`config.mk`:
```
export PLATFORM = sky130hd
export DESIGN_NAME = fifo_tx_serializer
export DESIGN_NICKNAME = d
export VERILOG_FILES = /design/src/rtl/fifo_pkg.sv /design/src/rtl/tx_baud_gen.sv /design/src/rtl/fifo_tx_serializer.sv
export SDC_FILE = /design/constraint.sdc
export NUM_CORES = 1
export LEC_CHECK = 0
export ABC_AREA = 1
export CELL_PAD_IN_SITES_DETAIL_PLACEMENT = 0
export CELL_PAD_IN_SITES_GLOBAL_PLACEMENT = 1
export CORE_AREA = 2 2 57 59
export DETAILED_ROUTE_END_ITERATION = 10
export DIE_AREA = 0 0 59 61
export DONT_BUFFER_PORTS = 1
export HOLD_SLACK_MARGIN = 0.15
export PLACE_DENSITY_LB_ADDON = 0.1
export RECOVER_POWER = 100
export SYNTH_ARGS = -nofsm -noshare
export SYNTH_HDL_FRONTEND = slang
export SYNTH_SLANG_ARGS = --single-unit
```
`constraint.sdc`:
```
create_clock -name clk -period 1.3 [get_ports clk]
set_input_delay 0.065 -clock clk [delete_from_list [all_inputs] [get_ports clk]]
set_output_delay 0.065 -clock clk [all_outputs]
set_load 0.02 [all_outputs]
```
`src/rtl/fifo_pkg.sv`:
```
// Shared definitions for the FIFO-fed serial transmitter: FSM state encoding
// and default word width / baud divider.
package fifo_pkg;

  localparam int unsigned DEF_DATO_WIDTH = 8;
  localparam int unsigned DEF_BAUD_DIV   = 16;

  typedef enum logic [2:0] {
    ST_IDLE  = 3'd0,
    ST_REQ   = 3'd1,
    ST_WAIT  = 3'd2,
    ST_LOAD  = 3'd3,
    ST_START = 3'd4,
    ST_DATA  = 3'd5,
    ST_STOP  = 3'd6,
    ST_PAR   = 3'd7
  } state_t;

endpackage

```
`src/rtl/tx_baud_gen.sv`:
```
// Bit-period timer: counts 0..BAUD_DIV-1 and flags the last cycle of each bit.
module tx_baud_gen
  import fifo_pkg::*;
#(
  parameter int unsigned BAUD_DIV = DEF_BAUD_DIV
) (
  input  logic clk,
  input  logic rst,
  input  logic clear,
  output logic tick
);

  localparam int unsigned CNT_W = $clog2(BAUD_DIV);

  logic [CNT_W-1:0] cnt;

  assign tick = (cnt == CNT_W'(BAUD_DIV - 1));

  // Restart on clear or at the end of each bit period
  always_ff @(posedge clk or posedge rst) begin
    if (rst) begin
      cnt <= '0;
    end else if (clear || tick) begin
      cnt <= '0;
    end else begin
      cnt <= cnt + CNT_W'(1);
    end
  end

endmodule

```
`src/rtl/fifo_tx_serializer.sv`:
```
// Reads words from an upstream FIFO and sends them as start / LSB-first data /
// stop frames on txd. Define FIFO_TX_PARITY_EN to insert an even-parity bit
// between the data bits and the stop bit.
module fifo_tx_serializer
  import fifo_pkg::*;
#(
  parameter int unsigned DATO_WIDTH = DEF_DATO_WIDTH,
  parameter int unsigned BAUD_DIV   = DEF_BAUD_DIV
) (
  input  logic                  clk,
  input  logic                  rst,
  input  logic                  empy,
  input  logic [DATO_WIDTH-1:0] fifo_dat,
  output logic                  rd_strobe,
  output logic                  txd,
  output logic                  busy,
  output logic                  frame_done
);

  localparam int unsigned BIT_CNT_W = $clog2(DATO_WIDTH + 1);

  state_t                state;
  logic [DATO_WIDTH-1:0] shreg;
  logic [BIT_CNT_W-1:0]  bit_cnt;
  logic                  tick;
  logic                  clear;
`ifdef FIFO_TX_PARITY_EN
  logic                  par;
`endif

  // Baud timer is held clear outside the bit-holding states, so each one starts at 0
  assign clear = !(state inside {ST_START, ST_DATA, ST_PAR, ST_STOP});

  tx_baud_gen #(
    .BAUD_DIV(BAUD_DIV)
  ) u_baud (
    .clk  (clk),
    .rst  (rst),
    .clear(clear),
    .tick (tick)
  );

  // Frame sequencer; txd is registered from the current state so the start
  // bit appears one cycle after START is entered
  always_ff @(posedge clk or posedge rst) begin
    if (rst) begin
      state      <= ST_IDLE;
      shreg      <= '0;
      bit_cnt    <= '0;
      rd_strobe  <= 1'b0;
      txd        <= 1'b1;
      busy       <= 1'b0;
      frame_done <= 1'b0;
`ifdef FIFO_TX_PARITY_EN
      par        <= 1'b0;
`endif
    end else begin
      rd_strobe  <= 1'b0;
      frame_done <= 1'b0;

      case (state)
        ST_START: txd <= 1'b0;
        ST_DATA:  txd <= shreg[0];
`ifdef FIFO_TX_PARITY_EN
        ST_PAR:   txd <= par;
`endif
        default:  txd <= 1'b1;
      endcase

      case (state)
        ST_IDLE: begin
          if (!empy) begin
            state     <= ST_REQ;
            rd_strobe <= 1'b1;
            busy      <= 1'b1;
          end
        end
        ST_REQ:  state <= ST_WAIT;
        ST_WAIT: state <= ST_LOAD;
        ST_LOAD: begin
          shreg   <= fifo_dat;
          bit_cnt <= '0;
`ifdef FIFO_TX_PARITY_EN
          par     <= ^fifo_dat;
`endif
          state   <= ST_START;
        end
        ST_START: begin
          if (tick) state <= ST_DATA;
        end
        ST_DATA: begin
          if (tick) begin
            shreg   <= shreg >> 1;
            bit_cnt <= bit_cnt + BIT_CNT_W'(1);
            if (bit_cnt == BIT_CNT_W'(DATO_WIDTH - 1)) begin
`ifdef FIFO_TX_PARITY_EN
              state <= ST_PAR;
`else
              state <= ST_STOP;
`endif
            end
          end
        end
`ifdef FIFO_TX_PARITY_EN
        ST_PAR: begin
          if (tick) state <= ST_STOP;
        end
`endif
        ST_STOP: begin
          if (tick) begin
            frame_done <= 1'b1;
            if (!empy) begin
              state     <= ST_REQ;
              rd_strobe <= 1'b1;
            end else begin
              state <= ST_IDLE;
              busy  <= 1'b0;
            end
          end
        end
        default: begin
          state <= ST_IDLE;
          busy  <= 1'b0;
        end
      endcase
    end
  end

endmodule

```
==> impl_metrics.env, run 1 <==
export IMPL_die_h_um=61
export IMPL_groute_layer_met3_usage_pct=2.56
export IMPL_run_status="complete, no violations"
export IMPL_top_level_ports=15
export IMPL_rows=20
export IMPL_clk_transition_reported_paths_ns=0.12
export IMPL_critical_path_max_fanout=5
export IMPL_globalRouteMet1Util_pct=18.5
export IMPL_clk_latency_ns=0.31
export IMPL_setup_slack_ns=0.0639
export IMPL_synth_ff_latch_count=23
export IMPL_detailed_place_area_um2=1270
export IMPL_cts_made_buffers=3
export IMPL_yosysMostFrequentCell="nand2_1"
export IMPL_dr_total_vias=970
export IMPL_synth_async_reset_ratio_pct=100
export IMPL_number_of_setup_violations_in_the_final_report=0
export IMPL_stdcell_area_um2=1490
export IMPL_timing_final_hold_violations=0
export IMPL_drc=0
export IMPL_yosysTopAreaCellShare_pct=47.3
export IMPL_p_leak_nw=0.726
export IMPL_synth_enable_flop_cells=0
export IMPL_yosys_most_used_dff="dfrtp_1"
export IMPL_worst_pin_slew_ns=0.426
export IMPL_count_of_input_and_output_buffers=0
export IMPL_grt_met2_usage_pct=23.3
export IMPL_n_antenna_cell=0
export IMPL_p_per_area_nw_per_um2=758
export IMPL_detail_route_first_pass_iterations=4
export IMPL_timing_clock_skew_ns=0.00243
export IMPL_cts_buffer_depth=2
export IMPL_route_antenna_remaining_nets=0
export IMPL_worstSetupEndpointType="flop"
export IMPL_fin_crit_period_ns=1.24
export IMPL_wire_length_of_the_first_global_routing_pass_mm=3.79
export IMPL_final_max_slew_violation_count=0
export IMPL_post_drt_via_cell_ratio=4.73
export IMPL_relSlewSlack_pct=71.6
export IMPL_worst_hold_path_type="primary input to async pin"
export IMPL_first_iter_violations=60
export IMPL_area_growth_pct=28.0
export IMPL_clk_root_buffer_cell="clkbuf_4"
export IMPL_finish_net_count=186
export IMPL_grt_antenna_before_repair=0
export IMPL_post_synthesis_cells=145
export IMPL_grt_setup_unrepaired="true"
export IMPL_layout_drive_gt1_share_pct=26.2
export IMPL_place_hpwl_mm=1.63
export IMPL_routabilityCongestion=0.760
export IMPL_number_of_max_cap_violations=0
export IMPL_drt_total_wl_mm=2.42
export IMPL_maximum_number_of_pins_on_one_net_before_global_route_repair=18
export IMPL_cts_sinks=23
export IMPL_timing_worst_setup_path_type="flop to flop"
export IMPL_synthesis_nets=158
export IMPL_synth_warn=0
export IMPL_min_period_over_period_pct=95.1
export IMPL_grt_peak_use_layer="met2"
export IMPL_power_ir_vdd_worst_mv=0.278
export IMPL_dpl_worst_slack_ns=-0.0711
export IMPL_grt_overflow=0
export IMPL_synth_distinct_cells=23
export IMPL_n_fill_cell=297
export IMPL_seq_area_frac_synth_pct=49.5
export IMPL_worstSetupStartpointType="flop"
export IMPL_mean_syn_cell_area_um2=8.03
export IMPL_synth_top_cells_by_count="nand2_1, dfrtp_1, o21ai_1, inv_1, nor2_1"
export IMPL_first_global_vias=873
export IMPL_post_drt_wl_per_cell_um=11.8
export IMPL_max_freq_ghz=0.809
export IMPL_design_die_area_um2=3600
export IMPL_grtUsageTotal_pct=14.2
export IMPL_tritoncts="built"
export IMPL_die_x_um=59
export IMPL_ys_top_cells_by_area="dfrtp_1, nand2_1, o21ai_1, inv_1, nor2_1"
export IMPL_critPathArrivalTime_ns=1.45
export IMPL_netlist_top_cell_by_area="dfrtp_1"
export IMPL_cp_required_ns=1.51
export IMPL_mappedNetlistArea_um2=1160
export IMPL_core_region_area_um2=2950
export IMPL_start_util_pct=39.4
export IMPL_cts_max_level=1
export IMPL_p_total_mw=1.13
[path summary, 6_finish.rpt]
| check | from | end | slack, ns | cells after the start |
|---|---|---|---|---|
| setup / recovery | u_baud.cnt[1]$_DFF_PP0_ | state[2]$_DFFE_PP0P_ | 0.06 | 8 |
| hold / removal | rst | u_baud.cnt[0]$_DFF_PP0_ | 0.18 | 2 |
| setup reg to reg | u_baud.cnt[1]$_DFF_PP0_ | state[2]$_DFFE_PP0P_ | 0.06 | 8 |
| hold reg to reg | shreg[6]$_DFFE_PP0P_ | shreg[6]$_DFFE_PP0P_ | 0.53 | 2 |
| max in group asynchronous | rst | state[0]$_DFFE_PP0P_ | 0.43 | 3 |
| min in group clk | fifo_dat[7] | shreg[7]$_DFFE_PP0P_ | 0.42 | 3 |
[layer usage]
metal | vias up | wire, um
li1 | 515 | -
met5 | - | 0
met2 | 16 | 1150
met1 | 435 | 1160
met4 | 0 | 41
met3 | 4 | 65
[cell type report]
cell class / count / area [um^2] / share of cell area [%]
Inverter: 21 / 81.3 / 5.45
Clock buffer: 4 / 26.3 / 1.76
Timing Repair Buffer: 25 / 210 / 14.1
Tap cell: 33 / 41.3 / 2.77
Multi-Input combinational cell: 99 / 552 / 37.0
Sequential cell: 23 / 581 / 38.9
[worst max-delay path, cell delays in order, from the launching register on]
cell	delay (ns)
dfrtp_1	0.44
ha_4	0.17
nand3_4	0.10
nand2_1	0.08
inv_1	0.06
nor2_4	0.12
nand2_2	0.08
nand2_1	0.06
nand2_1	0.04
[power by group]
part / internal, mW / switching [mW] / total, mW / leakage [nW]
clock network: 0.120 / 0.211 / 0.331 / 0.0150
logic: 0.0317 / 0.0341 / 0.0658 / 0.445
registers: 0.729 / 0.00532 / 0.734 / 0.266
[cell usage in the layout, fill, tap and decap left out, types with 2 or more instances in the layout]
cell and instances:
inv_2 4, buf_4 14, o21ai_1 16, nand3_1 6
clkbuf_4 3, nand2_2 3, nand2_1 40, o21ai_2 2
nand3_4 2, nor2_2 4, inv_1 16, o21ai_0 5
dfrtp_1 19, dlygate4sd3_1 10, nor2_4 3, dfrtp_2 3
a21oi_1 3, nor2_1 8
[metrics by stage]
stage	setup TNS [ns]	cells	util [%]	hold WS [ns]
after floorplan	0	145	-	0.0662
after global placement	0	187	43.1	-0.0264
after detailed placement	-0.133	187	43.1	-0.0178
after CTS	0	201	47.8	0.197
after global routing	-0.0656	205	50.5	0.188
final	0	205	50.5	0.179
[what timing repair did]
action                                  in CTS  in global routing
resized for setup                            3                 15
setup buffers                                0                  3
hold endpoints to repair                    36                  0
cloned                                       0                  1
pin swaps                                    0                  7
hold buffers                                10                  0
endpoints found under the setup margin       7                 16
[cells by family (layout without fill, tap and decap cells)]
kind of cell / after synthesis / count (layout) / synth area share (%)
xor+xnor: 1 / 1 / 0.752
compound gates: 26 / 26 / 11.5
flops: 23 / 23 / 49.5
simple gates: 69 / 70 / 26.7
buf+inv: 24 / 50 / 9.34
fa+ha+maj: 2 / 2 / 2.15
[flip-flops by register name (all words and copies together), names as in the netlist]
name,flops
shreg,8
bit_cnt,4
u_baud.cnt,4
state,3
busy,1
frame_done,1
rd_strobe,1
txd,1
No activity file was read; power rests on OpenSTA's default activity.
==> inputs of run 2 (changes only) <==
--- a/config.mk
+++ b/config.mk
@@ -8,13 +8,14 @@
 export ABC_AREA = 1
 export CELL_PAD_IN_SITES_DETAIL_PLACEMENT = 0
 export CELL_PAD_IN_SITES_GLOBAL_PLACEMENT = 1
-export CORE_AREA = 2 2 57 59
+export CORE_AREA = 2 2 59 61
 export DETAILED_ROUTE_END_ITERATION = 10
-export DIE_AREA = 0 0 59 61
+export DIE_AREA = 0 0 61 63
 export DONT_BUFFER_PORTS = 1
 export HOLD_SLACK_MARGIN = 0.15
 export PLACE_DENSITY_LB_ADDON = 0.1
 export RECOVER_POWER = 100
 export SYNTH_ARGS = -nofsm -noshare
 export SYNTH_HDL_FRONTEND = slang
+export SYNTH_HIERARCHICAL = 1
 export SYNTH_SLANG_ARGS = --single-unit
==> run 2 against run 1 <==
Against the previous run: the flow now finishes with violations (setup timing); synthesized cell count rose by 4.8%; largest power group is now combinational cells; non-clock buffer count is 6 higher; clock skew rose by 0.0030 ns.
==> impl_metrics.env, run 2 <==
export IMPL_worstSetupEndpointType="flop"
export IMPL_grt_antenna_before_repair=0
export IMPL_grt_overflow=0
export IMPL_mean_syn_cell_area_um2=8.26
export IMPL_post_place_cells=204
export IMPL_netlist_top_cell_by_area="dfrtp_1"
export IMPL_violations_in_the_final_reports="setup timing"
export IMPL_number_of_setup_violations_in_the_final_report=13
export IMPL_wire_length_of_the_first_global_routing_pass_mm=4.56
export IMPL_cpMostUsedCell="nand2_2"
export IMPL_final_max_slew_violation_count=0
export IMPL_cts_buffer_depth=2
export IMPL_rr_worst_depth=9
export IMPL_first_global_vias=1044
export IMPL_ys_top_cells_by_area="dfrtp_1, nand2_1, inv_1, o21ai_2, o21ai_0"
export IMPL_met2_length_mm=1.36
export IMPL_post_synthesis_cells=152
export IMPL_finish_cell_count_without_fillers=229
export IMPL_yosysMostFrequentCell="nand2_1"
export IMPL_layout_drive_gt1_share_pct=31.1
export IMPL_max_flop_register="shreg"
export IMPL_dr_total_vias=1041
export IMPL_route_antenna_remaining_nets=0
export IMPL_most_common_cell_after_layout_fill_and_taps_aside="nand2_1"
export IMPL_dpl_worst_slack_ns=-0.142
export IMPL_max_freq_ghz=0.722
export IMPL_detailed_place_area_um2=1370
export IMPL_die_x_um=61
export IMPL_design_die_area_um2=3840
export IMPL_registers_with_the_highest_flip_flop_counts="shreg x8, bit_cnt x4, u_baud/cnt x4"
export IMPL_hold_worst_slack_ns=0.330
export IMPL_core_region_area_um2=3230
export IMPL_largest_reg_flops=8
export IMPL_cts_max_level=1
export IMPL_cp_buffers_inverters=2
export IMPL_fin_crit_period_ns=1.38
export IMPL_cp_required_ns=1.52
export IMPL_yosysTopAreaCellShare_pct=43.9
export IMPL_rows=21
export IMPL_area_growth_pct=31.2
export IMPL_synth_warn=6
export IMPL_synth_ff_latch_count=23
export IMPL_grt_setup_unrepaired="true"
export IMPL_seq_area_frac_synth_pct=46.0
export IMPL_maximum_number_of_pins_on_one_net_before_global_route_repair=17
export IMPL_power_ir_vdd_worst_mv=0.822
export IMPL_slowest_stage="dfrtp_1"
export IMPL_start_util_pct=38.8
export IMPL_stdcell_area_um2=1650
export IMPL_highest_layer="met4"
export IMPL_tritoncts="built"
export IMPL_mappedNetlistArea_um2=1250
export IMPL_count_of_input_and_output_buffers=0
export IMPL_detailed_routing_wirelength_on_met1_mm=1.15
export IMPL_first_iter_violations=50
export IMPL_finish_net_count=197
export IMPL_setup_slack_ns=-0.0845
export IMPL_post_drt_via_cell_ratio=4.55
export IMPL_worst_hold_path_type="primary input to async pin"
export IMPL_clk_latency_ns=0.31
export IMPL_yosys_most_used_dff="dfrtp_1"
export IMPL_synth_async_reset_ratio_pct=100
export IMPL_worst_pin_slew_ns=0.586
export IMPL_synth_top_cells_by_count="nand2_1, inv_1, dfrtp_1, nor2_1, o21ai_0"
export IMPL_layout_core_utilization_pct=50.9
export IMPL_top_level_ports=15
export IMPL_p_per_area_nw_per_um2=1810
export IMPL_drt_total_wl_mm=2.59
export IMPL_cts_sinks=23
export IMPL_number_of_gates_on_the_worst_path_with_buffers_counted=9
export IMPL_timing_final_hold_violations=0
export IMPL_detail_route_first_pass_iterations=4
export IMPL_worstSetupStartpointType="flop"
export IMPL_grtUsageTotal_pct=15.9
export IMPL_n_antenna_cell=0
export IMPL_synth_enable_flop_cells=0
export IMPL_relSlewSlack_pct=60.9
export IMPL_totalNegativeSetupSlack_ns=-0.734
export IMPL_met3_wirelength_um=45
export IMPL_timing_worst_setup_path_type="flop to flop"
export IMPL_post_drt_wl_per_cell_um=11.3
export IMPL_drc=0
export IMPL_critPathArrivalTime_ns=1.60
export IMPL_place_hpwl_mm=1.83
export IMPL_clk_transition_reported_paths_ns=0.13
export IMPL_number_of_max_cap_violations=0
export IMPL_synthesis_nets=165
export IMPL_worstPathCellList="ha_2 -> nand2_2 -> nor2_4 -> buf_6 -> nand2_4 -> nand2_8 -> buf_12 -> nand2_2 -> o21ai_2"
export IMPL_die_h_um=63
export IMPL_clk_root_buffer_cell="clkbuf_4"
export IMPL_min_period_over_period_pct=107
export IMPL_cts_made_buffers=3
export IMPL_timing_clock_skew_ns=0.00547
export IMPL_critical_path_max_fanout=7
export IMPL_timing_critical_path_slowest_cell_delay_ns=0.42
export IMPL_critPathTopFamily="flip-flops"
export IMPL_run_status="complete, but fails checks"
export IMPL_synth_distinct_cells=25
export IMPL_routabilityCongestion=0.756
export IMPL_commonest_cells_after_routing_fill_and_taps_aside="nand2_1, inv_1, dfrtp_1"
export IMPL_p_leak_nw=0.821
export IMPL_p_total_mw=2.99
-- run 2: cell count changes in the layout (fill, tap and decap cells not counted), sizes merged, moves of 4 or more --
cell and change:
inv +6, nand2 -6, nand3 +5, buf +4
-- run 2: worst paths after layout --
path,from,endpoint,slack [ns]
max,u_baud/cnt[0]$_DFF_PP0_,shreg[3]$_DFFE_PP0P_,-0.08
min,rst,busy$_DFFE_PP0P_,0.33
max reg2reg,u_baud/cnt[0]$_DFF_PP0_,shreg[3]$_DFFE_PP0P_,-0.08
min reg2reg,shreg[7]$_DFFE_PP0P_,shreg[7]$_DFFE_PP0P_,0.53
max in group asynchronous,rst,u_baud/cnt[1]$_DFF_PP0_,0.50
min in group clk,fifo_dat[7],shreg[7]$_DFFE_PP0P_,0.42
-- run 2: tightest hold or removal path, cell delays in order --
cell,delay [ns]
dlygate4sd3_1,0.55
inv_1,0.08
clkbuf_1,0.42
-- run 2: what timing repair did --
item,CTS,global route
pin swaps,3,10
endpoints found under the hold margin,36,0
hold buffers,11,0
gates cloned,1,0
resized for setup,13,5
setup endpoints to repair,13,17
buffers inserted,6,3
-- run 2: layout make-up --
cell class | count | area (um^2)
Tap cell | 46 | 57.6
Sequential cell | 23 | 577
Fill cell | 344 | 1590
Multi-Input combinational cell | 98 | 591
Clock buffer | 4 | 26.3
Inverter | 27 | 106
Timing Repair Buffer | 31 | 289
-- run 2: cells by family (layout without fill, tap and decap cells) --
logic type	count (synthesis)	count (layout)	synth area share (%)
and+or+nand+nor	70	70	26.5
buffers and inverters	31	62	11.5
AOI/OAI and AO/OA	26	26	14.1
DFF	23	23	46.0
adders and majority gates	2	2	1.99
-- run 2: routing by layer --
metal / track usage [%] / vias up
met5: 0 / -
met3: 2.48 / 5
met4: 5.71 / 0
li1: - / 541
met2: 26.2 / 11
met1: 20.4 / 484
-- run 2: power by group --
| group | switching, mW | total (mW) | internal [mW] | leakage [nW] |
|---|---|---|---|---|
| sequential | 0.230 | 1.22 | 0.987 | 0.289 |
| clock | 0.216 | 0.336 | 0.120 | 0.0150 |
| combinational | 0.810 | 1.43 | 0.625 | 0.517 |
